[config.mk]
export PLATFORM = sky130hd
export DESIGN_NAME = opll_bus_writer
export DESIGN_NICKNAME = d
export VERILOG_FILES = /design/src/rtl/opll_bus_writer.sv
export SDC_FILE = /design/constraint.sdc
export NUM_CORES = 1
export LEC_CHECK = 0
export ABC_CLOCK_PERIOD_IN_PS = 3600
export BUFFER_PORTS_ARGS = -buffer_cell sky130_fd_sc_hd__buf_2
export CAP_MARGIN = 20
export CORE_UTILIZATION = 40
export DETAILED_ROUTE_END_ITERATION = 7
export GPL_TIMING_DRIVEN = 0
export PLACE_DENSITY = 0.67
export REMOVE_ABC_BUFFERS = 1
export SYNTH_ARGS = -nofsm -noshare
export SYNTH_HDL_FRONTEND = slang
export SYNTH_SLANG_ARGS = --single-unit
export TNS_END_PERCENT = 1
[constraint.sdc]
create_clock -name clk -period 3.6 [get_ports clk]
set_input_delay 0.54 -clock clk [delete_from_list [all_inputs] [get_ports clk]]
set_output_delay 0.54 -clock clk [all_outputs]
set_load 0.02 [all_outputs]
[src/rtl/opll_bus_writer.sv]
// opll_bus_writer: buffers OPLL register writes in a small FIFO and replays
// each one onto the chip pins as an address cycle followed by a data cycle,
// inserting the mandatory master-clock waits after each cycle.
module opll_bus_writer #(
    parameter int FIFO_DEPTH = 4,
    parameter int WR_PULSE   = 2,
    parameter int ADDR_WAIT  = 12,
    parameter int DATA_WAIT  = 84
) (
    input  logic                          clk,
    input  logic                          rst_n,
    input  logic                          req_valid,
    output logic                          req_ready,
    input  logic [7:0]                    req_addr,
    input  logic [7:0]                    req_data,
    output logic [7:0]                    din,
    output logic                          a0,
    output logic                          cs_n,
    output logic                          wr_n,
    output logic                          busy,
    output logic                          done,
    output logic [$clog2(FIFO_DEPTH):0]   fifo_count
);

    localparam int PW   = $clog2(FIFO_DEPTH);
    localparam int MAXW = (ADDR_WAIT > DATA_WAIT)
                          ? ((ADDR_WAIT > WR_PULSE) ? ADDR_WAIT : WR_PULSE)
                          : ((DATA_WAIT > WR_PULSE) ? DATA_WAIT : WR_PULSE);
    localparam int CW   = $clog2(MAXW);

    localparam logic [PW:0]   DEPTH_C = (PW+1)'(FIFO_DEPTH);
    localparam logic [CW-1:0] WP_M1   = CW'(WR_PULSE - 1);
    localparam logic [CW-1:0] AW_M1   = CW'(ADDR_WAIT - 1);
    localparam logic [CW-1:0] DW_M1   = CW'(DATA_WAIT - 1);

    typedef enum logic [2:0] {
        IDLE,
        A_SET,
        A_STB,
        A_WAIT,
        D_SET,
        D_STB,
        D_WAIT
    } state_t;

    state_t         state;
    logic [CW-1:0]  wcnt;
    logic [15:0]    hold;

    logic [15:0]    mem [FIFO_DEPTH];
    logic [PW-1:0]  wr_ptr;
    logic [PW-1:0]  rd_ptr;
    logic [PW:0]    count;

    logic           push;
    logic           pop;

    // Handshake and pop decisions all come from registered count/state so
    // req_ready never depends combinationally on req_valid.
    always_comb begin
        req_ready = (count != DEPTH_C);
        push      = req_valid && req_ready;
        pop       = (count != '0) &&
                    ((state == IDLE) || ((state == D_WAIT) && (wcnt == '0)));
    end

    assign fifo_count = count;

    // Request storage; entries need no reset because count gates every read.
    always_ff @(posedge clk) begin
        if (push) begin
            mem[wr_ptr] <= {req_addr, req_data};
        end
    end

    // FIFO pointers and occupancy; power-of-two depth lets pointers wrap freely.
    always_ff @(posedge clk or negedge rst_n) begin
        if (!rst_n) begin
            wr_ptr <= '0;
            rd_ptr <= '0;
            count  <= '0;
        end else begin
            if (push) begin
                wr_ptr <= wr_ptr + 1'b1;
            end
            if (pop) begin
                rd_ptr <= rd_ptr + 1'b1;
            end
            case ({push, pop})
                2'b10:   count <= count + 1'b1;
                2'b01:   count <= count - 1'b1;
                default: count <= count;
            endcase
        end
    end

    // Bus sequencer: pins are registered from the current state, so they trail
    // the state register by one cycle and never glitch.
    always_ff @(posedge clk or negedge rst_n) begin
        if (!rst_n) begin
            state <= IDLE;
            wcnt  <= '0;
            hold  <= '0;
            din   <= '0;
            a0    <= 1'b0;
            cs_n  <= 1'b1;
            wr_n  <= 1'b1;
            busy  <= 1'b0;
            done  <= 1'b0;
        end else begin
            busy <= (state != IDLE) || (count != '0);
            done <= (state == D_WAIT) && (wcnt == '0);

            case (state)
                A_SET: begin
                    din  <= hold[15:8];
                    a0   <= 1'b0;
                    cs_n <= 1'b0;
                    wr_n <= 1'b1;
                end
                A_STB, D_STB: begin
                    cs_n <= 1'b0;
                    wr_n <= 1'b0;
                end
                A_WAIT: begin
                    cs_n <= (wcnt != AW_M1);
                    wr_n <= 1'b1;
                end
                D_SET: begin
                    din  <= hold[7:0];
                    a0   <= 1'b1;
                    cs_n <= 1'b0;
                    wr_n <= 1'b1;
                end
                D_WAIT: begin
                    cs_n <= (wcnt != DW_M1);
                    wr_n <= 1'b1;
                end
                default: begin
                    cs_n <= 1'b1;
                    wr_n <= 1'b1;
                end
            endcase

            case (state)
                IDLE: begin
                    if (pop) begin
                        hold  <= mem[rd_ptr];
                        state <= A_SET;
                    end
                end
                A_SET: begin
                    wcnt  <= WP_M1;
                    state <= A_STB;
                end
                A_STB: begin
                    if (wcnt == '0) begin
                        wcnt  <= AW_M1;
                        state <= A_WAIT;
                    end else begin
                        wcnt <= wcnt - 1'b1;
                    end
                end
                A_WAIT: begin
                    if (wcnt == '0) begin
                        state <= D_SET;
                    end else begin
                        wcnt <= wcnt - 1'b1;
                    end
                end
                D_SET: begin
                    wcnt  <= WP_M1;
                    state <= D_STB;
                end
                D_STB: begin
                    if (wcnt == '0) begin
                        wcnt  <= DW_M1;
                        state <= D_WAIT;
                    end else begin
                        wcnt <= wcnt - 1'b1;
                    end
                end
                D_WAIT: begin
                    if (wcnt == '0) begin
                        if (pop) begin
                            hold  <= mem[rd_ptr];
                            state <= A_SET;
                        end else begin
                            state <= IDLE;
                        end
                    end else begin
                        wcnt <= wcnt - 1'b1;
                    end
                end
                default: begin
                    state <= IDLE;
                end
            endcase
        end
    end

endmodule
== Word-level counts from Yosys, hierarchy flattened ==
Memory sizes are Yosys's and may differ from the RTL's.
Index checks and enable logic that the tools add are counted.
Cells by class
  $add $sub $neg: 5
  equal/unequal tests: 17
  mux-type cells: 21
  reduce and logical (&&, ||, !) cells: 20
Operator list (count)
  16-bit two-way mux: 2
  16-bit case mux with 2 select lines: 1
  7-bit case mux with 4 select lines: 1
  7-bit two-way mux: 3
  3-bit case mux with 7 select lines: 1
  8-bit case mux with 2 select lines: 1
  3-bit two-way mux: 5
  2-bit inequality test (second input constant): 5
  3-bit == test (second input constant): 3
  7-bit zero test: 1
  7-bit by 4-bit inequality test with 1-bit output (second input constant): 1
  7-bit inequality test (second input constant): 1
  7-bit by 1-bit subtractor with 7-bit output (second input constant): 1
  3-bit by 2-bit == test with 1-bit output (second input constant): 2
  3-bit case mux with 2 select lines: 1
  2-bit nonzero test: 3
  3-bit nonzero test: 2
  2-bit OR reduction: 3
  5-bit AND reduction: 1
  2-bit by 1-bit adder with 2-bit output (second input constant): 2
  1-bit two-way mux: 4
  2-bit AND reduction: 2
  4-bit nonzero test: 1
  4-bit OR reduction: 1
  12 further kinds: 15
Storage, ports and cells
  flip-flop bits (word level): 46
  bits in writable memories: 64
  output and inout port bits: 17
  memories kept: 1
Memories
  mem: words 4, width 16, read ports 1, clocked after Yosys merged registers in 0, wr ports 1, line 50  | logic [15:0] mem [FIFO_DEPTH];

== Logic depth before layout (Yosys ltp) ==
  depth in word-level cells: 7
  mapped depth: 13

== Worst setup path before layout ==
Ideal clock, no wire load.
  path kind: register to register
  start: reg wcnt[4]
  end: reg count[2] (netlist: fifo_count[2])
  library setup time: 80 ps
  arrival time: 2654 ps
  data required time: 3520 ps
  slack: 866 ps
  cell stages (with the launch flop): 14
  buffers on the path: 3
  clock period less this slack: 2734 ps
  path through: dfrtp_1 buf_6 or4_4 buf_6 o31ai_4 nand2_4 buf_6 inv_1 ha_1 inv_1 fa_1 xor2_1 nor2_1 xor2_1
Between the ends
  longest elaborated chain between the ends: 6
  elaborated cells between the ends (all ways): 8
  those cells by class: 2 x eq/ne; 1 x mux; 5 x reduce/logical
Ends and longest elaborated chain
  from (decl): line 47  | logic [CW-1:0] wcnt;
  from (signal assigned): line 161  | wcnt <= wcnt - 1'b1;
  from (signal assigned): line 168  | wcnt <= wcnt - 1'b1;
  from (signal assigned): line 180  | wcnt <= wcnt - 1'b1;
  7-bit zero test (*): line 64  | ((state == IDLE) || ((state == D_WAIT) && (wcnt == '0)));
  1-bit logical AND (*): line 64
  1-bit logical OR (*): line 64
  1-bit logical AND (*): line 63  | pop = (count != '0) &&
  net pop: line 56  | logic pop;
  2-bit by 1-bit == test with 1-bit output / 2-bit == test (equally long branches): line 89  | case ({push, pop})
  3-bit case mux with 2 select lines / 2-bit nonzero test (equally long branches)
  to (signal assigned): line 90  | 2'b10: count <= count + 1'b1;
  to (signal assigned): line 91  | 2'b01: count <= count - 1'b1;
  to (signal assigned): line 92  | default: count <= count;
  to (decl): line 53  | logic [PW:0] count;
The timed path passes the listed nets; every way through them passes the cells marked *.
A chain may end at the register's enable or synchronous reset.

== Worst setup path in the final report ==
  start: reg state[2]
  end: reg count[2] (netlist: fifo_count[2])
Between the ends
  longest elaborated chain between the ends: 6
  elaborated cells between the ends (all ways): 9
  those cells by class: 3 x eq/ne; 1 x mux; 5 x reduce/logical
Ends and longest elaborated chain
  from (decl): line 46  | state_t state;
  from (signal assigned): line 101  | state <= IDLE;
  from (signal assigned): line 149  | state <= A_SET;
  from (signal assigned): line 154  | state <= A_STB;
  3-bit == test: line 64
  1-bit logical AND: line 64
  1-bit logical OR (*): line 64
  1-bit logical AND (*): line 63
  net pop: line 56
  2-bit by 1-bit == test with 1-bit output / 2-bit == test (equally long branches): line 89
  3-bit case mux with 2 select lines / 2-bit nonzero test (equally long branches)
Marks and branches as above.

==> report_table.html <==
<table>
<tr><th>Metric</th><th>Value</th></tr>
<tr><th colspan="2">Clock network</th></tr>
<tr><td>Clock tree buffer depth</td><td>2</td></tr>
<tr><td>Number of buffers created by CTS</td><td>9</td></tr>
<tr><td>CTS tree</td><td>built</td></tr>
<tr><td>Total of hold buffers inserted after clock tree synthesis</td><td>0</td></tr>
<tr><td>Clock net sink count</td><td>110</td></tr>
<tr><td>Worst-Skew Late Latency</td><td>0.35 ns</td></tr>
<tr><td>PostCTS Resize Cnt</td><td>0</td></tr>
<tr><td>Clock tree root driver cell</td><td>sky130_fd_sc_hd__clkbuf_16</td></tr>
<tr><td>H-tree depth reported by CTS</td><td>3</td></tr>
<tr><td>Clock transition time at the flip-flop clock pins of the worst setup and hold paths</td><td>0.07 ns</td></tr>
<tr><td>Post-CTS setup buffers</td><td>0</td></tr>
<tr><th colspan="2">Timing</th></tr>
<tr><td>F_max</td><td>0.322 GHz</td></tr>
<tr><td>Final Hold Slack</td><td>0.116 ns</td></tr>
<tr><td>Clock period minus final worst setup slack</td><td>3.10 ns</td></tr>
<tr><td>Measured slew at the worst slew-check pin</td><td>roughly 1.0 ns</td></tr>
<tr><td>Max-slew violations</td><td>0</td></tr>
<tr><td>Period utilization</td><td>0.861</td></tr>
<tr><td>Clock skew after layout</td><td>0.00602 ns</td></tr>
<tr><td>Setup Total Neg Slack</td><td>0 ns</td></tr>
<tr><td>Final count of negative-setup-slack endpoints</td><td>0</td></tr>
<tr><td>Unrepaired setup endpoints after global routing</td><td>false</td></tr>
<tr><td>Rel. slew slack</td><td>0.328</td></tr>
<tr><td>Final Hold Vio Count</td><td>0</td></tr>
<tr><th colspan="2">Critical path</th></tr>
<tr><td>Cell type of the slowest stage on the worst timing path</td><td>sky130_fd_sc_hd__dfrtp_1</td></tr>
<tr><td>Crit Path Class</td><td>flip-flop to flip-flop</td></tr>
<tr><td>Cell count along the critical path</td><td>10</td></tr>
<tr><td>Cell family contributing the most delay on the critical path</td><td>flip-flops</td></tr>
<tr><td>Minimum setup slack among reg-to-reg paths</td><td>0.50 ns</td></tr>
<tr><td>Cell depth of the worst flop-to-flop path</td><td>10</td></tr>
<tr><td>Maximum net fanout on the critical path</td><td>29</td></tr>
<tr><td>R2r endpoint</td><td>fifo_count[2]$_DFFE_PN0P_</td></tr>
<tr><td>Element type at the critical path end</td><td>flip-flop</td></tr>
<tr><td>List of cells traversed by the critical path</td><td>nand2_1 &gt; o31ai_4 &gt; nand2_4 &gt; inv_1 &gt; ha_1 &gt; inv_1 &gt; fa_1 &gt; xor2_1 &gt; nor2_1 &gt; xor2_1</td></tr>
<tr><td>Launch point of the critical path</td><td>state[2]$_DFFE_PN0P_</td></tr>
<tr><td>Kind of start point of the critical path</td><td>flip-flop</td></tr>
<tr><td>Endpoint arrival time on the critical path</td><td>roughly 3.4 ns</td></tr>
<tr><td>Largest stage delay, worst path</td><td>roughly 1.0 ns</td></tr>
<tr><td>Number of buffer and inverter stages on the critical path</td><td>2</td></tr>
<tr><td>CP required</td><td>3.87 ns</td></tr>
<tr><td>Worst r2r src</td><td>state[2]$_DFFE_PN0P_</td></tr>
<tr><td>Destination of the critical timing path</td><td>fifo_count[2]$_DFFE_PN0P_</td></tr>
<tr><th colspan="2">Finish</th></tr>
<tr><td># nets final</td><td>between 300 and 400</td></tr>
<tr><td>Seq. cell area</td><td>~3100 sq um</td></tr>
<tr><td>Synth-to-layout area growth</td><td>12.2%</td></tr>
<tr><td>Total inserted antenna cells</td><td>0</td></tr>
<tr><td>Post-route core utilization</td><td>0.461</td></tr>
<tr><td>Multi-input combinational cell area</td><td>around 1700 sq um</td></tr>
<tr><td>Layout cells sized above 1</td><td>0.250</td></tr>
<tr><td>Number of inserted filler cells in the final layout</td><td>~1100</td></tr>
<tr><td>Final Instance Area</td><td>5540 sq um</td></tr>
<tr><th colspan="2">Power</th></tr>
<tr><td>Highest ir drop seen on vdd</td><td>562 uV</td></tr>
<tr><td>LEAKAGE</td><td>2.10 nW</td></tr>
<tr><td>Power density relative to cell area</td><td>923 nW/um^2</td></tr>
<tr><th colspan="2">Die</th></tr>
<tr><td>Cell row count</td><td>40</td></tr>
<tr><td>Effective utilization at floorplan</td><td>0.411</td></tr>
<tr><td>Die area</td><td>12800 sq um</td></tr>
<tr><td>Y dimension of the die</td><td>113 um</td></tr>
<tr><td>Die Span X</td><td>113 um</td></tr>
<tr><td>Ports</td><td>36</td></tr>
<tr><td>Core Region</td><td>12000 sq um</td></tr>
<tr><th colspan="2">GRT</th></tr>
<tr><td>Wire length of the first global-routing pass</td><td>about 16 mm</td></tr>
<tr><td>Congestion Overflow GR</td><td>0</td></tr>
<tr><td>Met2 routing resource usage after global routing</td><td>0.278</td></tr>
<tr><td>Number of global-route vias before repair</td><td>2935</td></tr>
<tr><td>Most heavily used metal layer in global routing</td><td>met2</td></tr>
<tr><td>Number of antenna violations at the first check in global routing</td><td>0</td></tr>
<tr><td>Met3 demand-to-capacity share in global routing</td><td>0.0466</td></tr>
<tr><td>Global Route met1 Usage</td><td>0.200</td></tr>
<tr><td>GRT Resource Usage Total</td><td>0.162</td></tr>
<tr><td>Pin count of the biggest net entering global routing</td><td>47</td></tr>
<tr><th colspan="2">Run</th></tr>
<tr><td>Total of max-cap violations</td><td>0</td></tr>
<tr><th colspan="2">Synth</th></tr>
<tr><td>Fraction of the mapped netlist area in adder cells</td><td>0.0264</td></tr>
<tr><td>Count of warnings emitted by yosys</td><td>0</td></tr>
<tr><td>Prevailing post-synth register cell</td><td>sky130_fd_sc_hd__edfxtp_1</td></tr>
<tr><td>Largest family of logic cells by synthesized area</td><td>multiplexers</td></tr>
<tr><td>Post-synth design cell area</td><td>approximately 4900 sq um</td></tr>
<tr><td>Async set or reset register ratio after synthesis</td><td>0.418</td></tr>
<tr><td>Dominant cell type by area after synthesis</td><td>sky130_fd_sc_hd__edfxtp_1</td></tr>
<tr><td>Number of distinct library cells after synthesis</td><td>59</td></tr>
<tr><td>Dominant cell by count in the synthesized netlist</td><td>sky130_fd_sc_hd__edfxtp_1</td></tr>
<tr><td>Fraction of the yosys area taken by sequential cells</td><td>0.623</td></tr>
<tr><td>Top-area cell type share of the netlist area</td><td>0.389</td></tr>
<tr><td>Area contributors post-synth</td><td>sky130_fd_sc_hd__edfxtp_1 39%, sky130_fd_sc_hd__dfrtp_1 22%, sky130_fd_sc_hd__mux4_2 7.3%</td></tr>
<tr><td>List of most frequent post-synthesis cells</td><td>64 x sky130_fd_sc_hd__edfxtp_1, 44 x sky130_fd_sc_hd__dfrtp_1, 17 x sky130_fd_sc_hd__clkbuf_1, 17 x sky130_fd_sc_hd__o22ai_1</td></tr>
<tr><td>Xor/xnor cell area share of the yosys netlist</td><td>0.0106</td></tr>
<tr><td>Number of flops mapped to enable cells by yosys</td><td>64</td></tr>
<tr><td>Post-synthesis mux area share</td><td>0.120</td></tr>
<tr><td>Synthesized-area fraction occupied by ao, oa, aoi and oai cells</td><td>0.107</td></tr>
<tr><td>Number of instances in the synthesized netlist</td><td>around 340</td></tr>
<tr><td>Mean post-synth cell area</td><td>14.4 sq um</td></tr>
<tr><td>Simple-gate portion of the synthesized area</td><td>0.0801</td></tr>
<tr><td>Post-synthesis sequential element count</td><td>110</td></tr>
<tr><th colspan="2">Route</th></tr>
<tr><td>Number of vias after detailed routing</td><td>roughly 3000</td></tr>
<tr><td>Iter 0 DRT Violations</td><td>218</td></tr>
<tr><td>Average routed wire per standard cell</td><td>18.6 um</td></tr>
<tr><td>Vias per Instance</td><td>5.78</td></tr>
<tr><td>Remaining routing DRC violations</td><td>0</td></tr>
<tr><td>Count of TritonRoute iterations in the first routing pass</td><td>4</td></tr>
<tr><td>Post-Route WL</td><td>9.67 mm</td></tr>
<tr><td>Post-route ant nets</td><td>0</td></tr>
<tr><th colspan="2">Min path</th></tr>
<tr><td>Min-Delay Path Class</td><td>primary input to asynchronous set/reset pin</td></tr>
<tr><th colspan="2">Placed design</th></tr>
<tr><td>Placed Instance Area</td><td>5210 sq um</td></tr>
<tr><td>Half-perimeter wire length after detailed placement</td><td>5.92 mm</td></tr>
<tr><td>Gp weighted congestion</td><td>0.861</td></tr>
<tr><td>IO buf count</td><td>35</td></tr>
<tr><th colspan="2">Run status</th></tr>
<tr><td>Outcome</td><td>finished, final reports clean</td></tr>
</table>
## registers in the layout, indices dropped and copies added, names as in the netlist
signal / cells
wr_ptr: 2
cs_n: 1
fifo_count: 3
wcnt: 7
a0: 1
rd_ptr: 2
state: 3
busy: 1
wr_n: 1
din: 8
hold: 16
done: 1
mem: 64
## stage by stage
step	worst slack (ns)	total power [mW]	cells
after floorplan	0.905	3.56	318
after global placement	0.571	4.04	500
after detailed placement	0.507	4.17	501
after CTS	0.478	5.11	517
after global routing	0.244	5.42	519
final	0.499	5.11	519
## worst register-to-register path, cell delays in order (launching register included)
cell and delay (ns):
sky130_fd_sc_hd__dfrtp_1 1.01, sky130_fd_sc_hd__nand2_1 0.27, sky130_fd_sc_hd__o31ai_4 0.36, sky130_fd_sc_hd__nand2_4 0.25, sky130_fd_sc_hd__inv_1 0.13, sky130_fd_sc_hd__ha_1 0.18
sky130_fd_sc_hd__inv_1 0.06, sky130_fd_sc_hd__fa_1 0.37, sky130_fd_sc_hd__xor2_1 0.15, sky130_fd_sc_hd__nor2_1 0.11, sky130_fd_sc_hd__xor2_1 0.15
## cell usage in the layout (no fill, tap or decap), drive strengths merged, types with 3 or more instances in the layout
cell | netlist | routed
nor4 | 4 | 4
edfxtp | 64 | 64
dfrtp | 44 | 44
o22a | 8 | 8
and3 | 4 | 4
nand2 | 14 | 14
nand3 | 10 | 10
nor2b | 5 | 5
clkinv | 1 | 4
clkbuf | 17 | 10
buf | 7 | 38
o21ai | 8 | 8
mux2 | 17 | 17
nor2 | 14 | 14
xnor2 | 4 | 4
ha | 8 | 8
mux4 | 16 | 16
nor3 | 5 | 5
a211oi | 4 | 4
inv | 11 | 14
a32o | 3 | 3
a211o | 3 | 3
o22ai | 17 | 17
a21oi | 16 | 16
## layer usage
metal | vias up | wire length [um]
met4 | 0 | 125
met2 | 92 | 4930
met5 | - | 0
met1 | 1512 | 4080
li1 | 1382 | -
met3 | 12 | 538
## cells by family after synthesis
| family | count (synthesis) |
|---|---|
| AO/OA/AOI/OAI | 75 |
| AND/OR/NAND/NOR | 71 |
| XOR/XNOR | 6 |
| buffers and inverters | 36 |
| adder cells (fa/ha/maj) | 10 |
| flip-flops | 110 |
| multiplexers | 34 |
## layout make-up
type | instances | area share
multi-input cells | 196 | 0.307
well taps | 147 | 0.0332
clock inverters | 6 | 0.00994
flip-flops and latches | 110 | 0.555
repair buffers | 38 | 0.0452
inverters | 12 | 0.00813
clock buffers | 10 | 0.0413
## power breakdown
part           leakage (nW)  internal (mW)  switching (mW)
sequential             1.14           1.76           0.408
clock                 0.138          0.482           0.460
combinational         0.823          0.970            1.03
total                  2.10           3.21            1.90
## how the worst min path moves through the flow
| stage | to | start |
|---|---|---|
| after floorplan | a0$_DFFE_PN0P_ | rst_n |
| after global placement | hold[3]$_DFFE_PN0P_ | hold[3]$_DFFE_PN0P_ |
| after detailed placement | hold[1]$_DFFE_PN0P_ | hold[1]$_DFFE_PN0P_ |
| after CTS | mem[2][12]$_DFFE_PP_ | req_addr[4] |
| after global routing | done$_DFF_PN0_ | rst_n |
| final | wcnt[0]$_DFFE_PN0P_ | rst_n |
Note: power is estimated with default switching activity, not from simulation.
